**config.mk**
```make
export PLATFORM = sky130hd
export DESIGN_NAME = stage_decode_pipelined
export DESIGN_NICKNAME = d
export VERILOG_FILES = /design/src/rtl/stage_decode_pipelined.sv
export SDC_FILE = /design/constraint.sdc
export NUM_CORES = 2
export LEC_CHECK = 0
export CAP_MARGIN = 30
export CORE_MARGIN = 2
export CORE_UTILIZATION = 30
export CTS_CLUSTER_SIZE = 12
export DETAILED_ROUTE_END_ITERATION = 10
export HOLD_SLACK_MARGIN = 0.06
export SLEW_MARGIN = 40
export SYNTH_ARGS = -nofsm -noshare
export SYNTH_HDL_FRONTEND = slang
export SYNTH_SLANG_ARGS = --single-unit
```
**constraint.sdc**
```tcl
create_clock -name clk -period 14.1 [get_ports clk]
set_input_delay 2.82 -clock clk [delete_from_list [all_inputs] [get_ports clk]]
set_output_delay 2.82 -clock clk [all_outputs]
set_load 0.005 [all_outputs]
```
**src/rtl/stage_decode_pipelined.sv**
```systemverilog
// Instruction-decode stage: register file, operand forwarding, branch decision and the
// ID/EX pipeline register with valid/ready handshake, load-use stall and flush.
module stage_decode_pipelined #(
  parameter int unsigned XLEN     = 32,
  parameter int unsigned NUM_REGS = 32,
  parameter int unsigned NUM_FWD  = 3,
  localparam int unsigned RW      = $clog2(NUM_REGS),
  localparam int unsigned SW      = $clog2(NUM_FWD + 1)
) (
  input  logic                    clk,
  input  logic                    reset_n,
  input  logic                    in_valid,
  output logic                    in_ready,
  input  logic [XLEN-1:0]         pc,
  input  logic [31:0]             instruction,
  input  logic [XLEN-1:0]         immediate,
  input  logic [2:0]              branch_type,
  input  logic [SW-1:0]           fwd_sel_1,
  input  logic [SW-1:0]           fwd_sel_2,
  input  logic [NUM_FWD*XLEN-1:0] fwd_data,
  input  logic                    wr_en,
  input  logic [4:0]              wr_addr,
  input  logic [XLEN-1:0]         wr_data,
  input  logic                    ex_is_load,
  input  logic [4:0]              ex_rd,
  input  logic                    flush,
  output logic                    out_valid,
  input  logic                    out_ready,
  output logic [XLEN-1:0]         out_rs1_data,
  output logic [XLEN-1:0]         out_rs2_data,
  output logic [XLEN-1:0]         out_imm,
  output logic [XLEN-1:0]         out_pc,
  output logic [4:0]              out_rd,
  output logic                    branch_taken,
  output logic [XLEN-1:0]         branch_target,
  output logic [31:0]             stall_count
);

  typedef enum logic [2:0] {
    BrNone = 3'd0,
    BrEq   = 3'd1,
    BrNe   = 3'd2,
    BrLt   = 3'd3,
    BrGe   = 3'd4,
    BrLtu  = 3'd5,
    BrGeu  = 3'd6,
    BrAlways = 3'd7
  } br_type_e;

  // Instruction fields
  logic [4:0]    rs1_f;
  logic [4:0]    rs2_f;
  logic [4:0]    rd_f;
  logic [RW-1:0] rs1_idx;
  logic [RW-1:0] rs2_idx;
  logic [RW-1:0] wr_idx;
  logic          unused_instr;

  assign rs1_f        = instruction[19:15];
  assign rs2_f        = instruction[24:20];
  assign rd_f         = instruction[11:7];
  assign rs1_idx      = rs1_f[RW-1:0];
  assign rs2_idx      = rs2_f[RW-1:0];
  assign wr_idx       = wr_addr[RW-1:0];
  assign unused_instr = ^{instruction[31:25], instruction[14:12], instruction[6:0]};

  // Register file
  logic [XLEN-1:0] rf_q [NUM_REGS];
  logic            wr_fire;

  assign wr_fire = wr_en & (wr_idx != '0);

  always_ff @(posedge clk or negedge reset_n) begin
    if (!reset_n) begin
      for (int i = 0; i < NUM_REGS; i++) begin
        rf_q[i] <= '0;
      end
    end else if (wr_fire) begin
      rf_q[wr_idx] <= wr_data;
    end
  end

  // Reads see a same-cycle write so write-back needs no separate forwarding slot.
  logic [XLEN-1:0] rf_rs1;
  logic [XLEN-1:0] rf_rs2;

  always_comb begin
    rf_rs1 = rf_q[rs1_idx];
    if (rs1_idx == '0) begin
      rf_rs1 = '0;
    end else if (wr_fire && (wr_idx == rs1_idx)) begin
      rf_rs1 = wr_data;
    end
    rf_rs2 = rf_q[rs2_idx];
    if (rs2_idx == '0) begin
      rf_rs2 = '0;
    end else if (wr_fire && (wr_idx == rs2_idx)) begin
      rf_rs2 = wr_data;
    end
  end

  // Operand forwarding mux
  logic [XLEN-1:0] fwd_slice [NUM_FWD];
  logic [XLEN-1:0] op1;
  logic [XLEN-1:0] op2;

  for (genvar k = 0; k < NUM_FWD; k++) begin : g_fwd_slice
    assign fwd_slice[k] = fwd_data[k*XLEN +: XLEN];
  end

  always_comb begin
    op1 = '0;
    op2 = '0;
    if (fwd_sel_1 == '0) begin
      op1 = rf_rs1;
    end
    if (fwd_sel_2 == '0) begin
      op2 = rf_rs2;
    end
    for (int k = 0; k < NUM_FWD; k++) begin
      if (fwd_sel_1 == SW'(k + 1)) begin
        op1 = fwd_slice[k];
      end
      if (fwd_sel_2 == SW'(k + 1)) begin
        op2 = fwd_slice[k];
      end
    end
  end

  // Load-use hazard; rs2 is compared regardless of format, so I-type may stall spuriously.
  logic hazard;
  logic accept;
  logic out_valid_q;

  assign hazard = in_valid & ex_is_load & (ex_rd != 5'd0) &
                  ((ex_rd == rs1_f) | (ex_rd == rs2_f));

  // Nothing is accepted while reset is held, which also keeps branch_taken low.
  assign in_ready = reset_n & ~flush & ~hazard & (~out_valid_q | out_ready);
  assign accept   = in_valid & in_ready;

  // Branch decision
  logic cond;

  always_comb begin
    cond = 1'b0;
    case (br_type_e'(branch_type))
      BrNone:   cond = 1'b0;
      BrEq:     cond = (op1 == op2);
      BrNe:     cond = (op1 != op2);
      BrLt:     cond = ($signed(op1) < $signed(op2));
      BrGe:     cond = ($signed(op1) >= $signed(op2));
      BrLtu:    cond = (op1 < op2);
      BrGeu:    cond = (op1 >= op2);
      BrAlways: cond = 1'b1;
      default:  cond = 1'b0;
    endcase
  end

  assign branch_taken  = accept & cond;
  assign branch_target = pc + immediate;

  // ID/EX register
  logic [XLEN-1:0] rs1_data_q;
  logic [XLEN-1:0] rs2_data_q;
  logic [XLEN-1:0] imm_q;
  logic [XLEN-1:0] pc_q;
  logic [4:0]      rd_q;

  always_ff @(posedge clk or negedge reset_n) begin
    if (!reset_n) begin
      out_valid_q <= 1'b0;
    end else if (flush) begin
      out_valid_q <= 1'b0;
    end else if (accept) begin
      out_valid_q <= 1'b1;
    end else if (out_ready) begin
      out_valid_q <= 1'b0;
    end
  end

  always_ff @(posedge clk or negedge reset_n) begin
    if (!reset_n) begin
      rs1_data_q <= '0;
      rs2_data_q <= '0;
      imm_q      <= '0;
      pc_q       <= '0;
      rd_q       <= '0;
    end else if (accept) begin
      rs1_data_q <= op1;
      rs2_data_q <= op2;
      imm_q      <= immediate;
      pc_q       <= pc;
      rd_q       <= rd_f;
    end
  end

  assign out_valid    = out_valid_q;
  assign out_rs1_data = rs1_data_q;
  assign out_rs2_data = rs2_data_q;
  assign out_imm      = imm_q;
  assign out_pc       = pc_q;
  assign out_rd       = rd_q;

  // Saturating load-use stall counter
  logic [31:0] stall_q;
  logic        stall_inc;

  assign stall_inc = hazard & ~flush;

  always_ff @(posedge clk or negedge reset_n) begin
    if (!reset_n) begin
      stall_q <= '0;
    end else if (stall_inc && (stall_q != 32'hFFFF_FFFF)) begin
      stall_q <= stall_q + 32'd1;
    end
  end

  assign stall_count = stall_q;

endmodule

```
==> results.yml <==
run_status:
  outcome: "complete, no violations"
floorplan:
  start_util: 0.301
  die_w_um: 471
  die_h_um: 471
  floorplan.die_area_um2: 222000
  core_um2: 217000
  pin_count: 448
  rows: 171
timing:
  worstMarginPinSlew_ps: 892
  period_needed_ps: 12050
  holdWs_ps: 397
  finalSetupTns_ps: 0
  hold_violations: 0
  finalSetupViolCount: 0
  rsz0062_at_grt: "no"
  max_slew_margin: 0.389
  skew_ps: 27.9
  drv_slew: 0
  timing.fmax_ghz: 0.0830
  period_share: 0.855
  setup_ws_ps: 2050
synth:
  synth_cell_types: 70
  synth_top_area_share: 0.455
  ys_seq_area_frac: 0.455
  yosys_warnings: 0
  synth_top_area_cell: "dfrtp_1"
  netlist_instances: 4555
  yosys-top-cells-area: "dfrtp_1, mux2_2, mux4_2, mux2i_1, clkbuf_1"
  ys.flop_type: "dfrtp_1"
  ys_ff_latch: 1190
  postSynthAreaPerCell_um2: 14.4
  synth_area_um2: 65400
  async_flop_share: 1.00
  synth_edf_count: 0
  synth_nets: 4868
pwr:
  leakagePower_nw: 32.1
  power-per-cell-area_nw_per_um2: 131
  vdd_ir_drop_max_mv: 0.101
cts:
  cts_resized: 0
  cts_buffer_depth: 3
  cts_setup_buffers: 0
  numCtsBuffers: 119
  htree_levels: 3
  root_buffer: "clkbuf_16"
  insertion_delay_ps: 760
  path_clk_slew_ps: 60
  cts_hold_buf: 0
  clock-sinks: 1190
  cts_tree: "yes"
worst_hold_path:
  hold_depth: 0
  hold_path_end: "rf_q[999]$_DFFE_PN0P_"
  hp-class: "reg2reg"
  hp-start: "rf_q[999]$_DFFE_PN0P_"
route:
  ant_nets: 0
  drt_first_iter_violations: 3782
  vias: 43400
  dr.pass1.iters: 6
  viasPerCell: 5.62
  drc: 0
  wl_per_cell_um: 29.2
  routed_wl_um: 225000
final_layout:
  multi_input_area_um2: 33600
  layout_commonest_cell: "dfrtp_1"
  drive_gt1_frac: 0.427
  final_cell_mix: "dfrtp_1, mux2_2, mux4_2, clkdlybuf4s50_1, mux2i_1"
  layout.nets: 5091
  area_delta_synth_final_pct: 16.9
  seqCellArea_um2: 29800
  utilization: 0.352
  fillers: 20700
global_routing:
  grt_pass1_vias: 44500
  overflow: 0
  grt_max_degree: 125
  antenna_found_initial: 21
  grt_first_pass_wirelength_um: 326000
  grt_use_total: 0.199
setup_path:
  rrSetupSlack_ps: 10910
  cp_slowest_cell: "nor3_1"
  reg2reg_depth: 8
  crit_fanout: 28
  r2r-end: "out_rs1_data[18]$_DFFE_PN0P_"
  worstPathArrival_ps: 9230
  crit_type: "in2out"
  startpoint_type: "input pin"
  critPathCaptureType: "output port"
  crit_chain: "clkdlybuf4s50_1 -> nor3_1 -> a21bo_2 -> or4_2 -> buf_4 -> nand2_1 -> o21a_1 -> ha_1 -> nand4_1 -> nor3_1 -> o21ai_0 -> o211ai_1 -> a221o_1 -> nor4_1 -> nor4_1 -> clkdlybuf4s50_1"
  rr_startpoint: "rf_q[530]$_DFFE_PN0P_"
  cp.required_ps: 11280
  slowest_delay_ps: 710
placement:
  place_ws_ps: 2150
  portBuffers: 430
  hpwl_um: 141000
  gp_congestion: 0.905
run:
  drv_cap: 0
==> layout make-up <==
| type | count | area share |
|---|---|---|
| Antenna cell | 6 | 0.000196 |
| Clock buffer | 176 | 0.0457 |
| Clock inverter | 21 | 0.00252 |
| Inverter | 44 | 0.00216 |
| Multi-Input combinational cell | 2853 | 0.440 |
| Sequential cell | 1190 | 0.389 |
| Tap cell | 2854 | 0.0467 |
| Timing Repair Buffer | 570 | 0.0735 |
==> routing by layer <==
layer / vias to the layer above / GRT usage / wire length (um)
met1: 23300 / 0.247 / 89600
met3: 426 / 0.0351 / 14800
met5: - / 0 / 50
met2: 1643 / 0.341 / 112000
li1: 18000 / - / -
met4: 8 / 0.0804 / 9380
==> critical path: cells and delay by family <==
family	cells	cell delay [ps]
buf+inv	3	1800
simple gates	7	2720
fa+ha+maj	1	320
compound gates	5	1510
==> sequential cells by signal, indices dropped and copies added (netlist names) <==
| register | cells |
|---|---|
| out_pc | 32 |
| out_rs1_data | 32 |
| out_valid | 1 |
| out_rs2_data | 32 |
| rf_q | 1024 |
| out_imm | 32 |
| stall_count | 32 |
| out_rd | 5 |
==> logic make-up after synthesis <==
family,share of synthesized area
AO/OA/AOI/OAI,0.0486
XOR/XNOR,0.00938
adder cells (fa/ha/maj),0.0126
buffers and inverters,0.0341
flip-flops,0.455
multiplexers,0.412
AND/OR/NAND/NOR,0.0279
==> cells in the mapped netlist, drive strengths merged (4+ instances only) <==
master     n
a22oi     12
xor2      25
a211oi    18
nor3b      7
o21bai     6
xnor2     45
nor3      30
dfrtp   1190
buf      181
o21ai     97
o211ai     8
o21a      15
a211o     16
clkbuf   287
nor2b     13
a221o      4
ha        64
mux2i    162
nand3     27
nor4      12
o31ai     17
nand4     18
o221ai    13
inv       44
mux4     549
nand2    126
a21o      26
a21oi    140
nor2      92
nand3b     6
a221oi    26
mux2    1147
nand2b    16
and4       4
and3       8
a222oi    31
a22o      14
and2       4
o22ai     30
or4        4
==> worst max-delay path by stage <==
| stage | start | end | slack (ps) | cells past startpoint |
|---|---|---|---|---|
| floorplan | instruction[16] | branch_taken | 4710 | 20 |
| global placement | wr_addr[2] | branch_taken | 2240 | 16 |
| detailed placement | wr_addr[2] | branch_taken | 2150 | 16 |
| CTS | wr_addr[2] | branch_taken | 2130 | 16 |
| global route | wr_addr[2] | branch_taken | 1990 | 16 |
| finish | wr_addr[3] | branch_taken | 2050 | 16 |
==> stage by stage <==
stage               cells  total power [W]  area [um2]
floorplan            4555          0.00600       65400
finish               7714           0.0100       76500
global placement     7503          0.00685       72500
global route         7711           0.0105       76400
detailed placement   7509          0.00695       72700
CTS                  7706           0.0101       76400
==> power breakdown <==
part           leakage [nW]  switching (W)  internal (W)
sequential             15.2       0.000446       0.00405
clock                  1.82        0.00140       0.00171
combinational          15.0       0.000991       0.00142
total                  32.1        0.00283       0.00719
(Power assumes the default switching activity.)
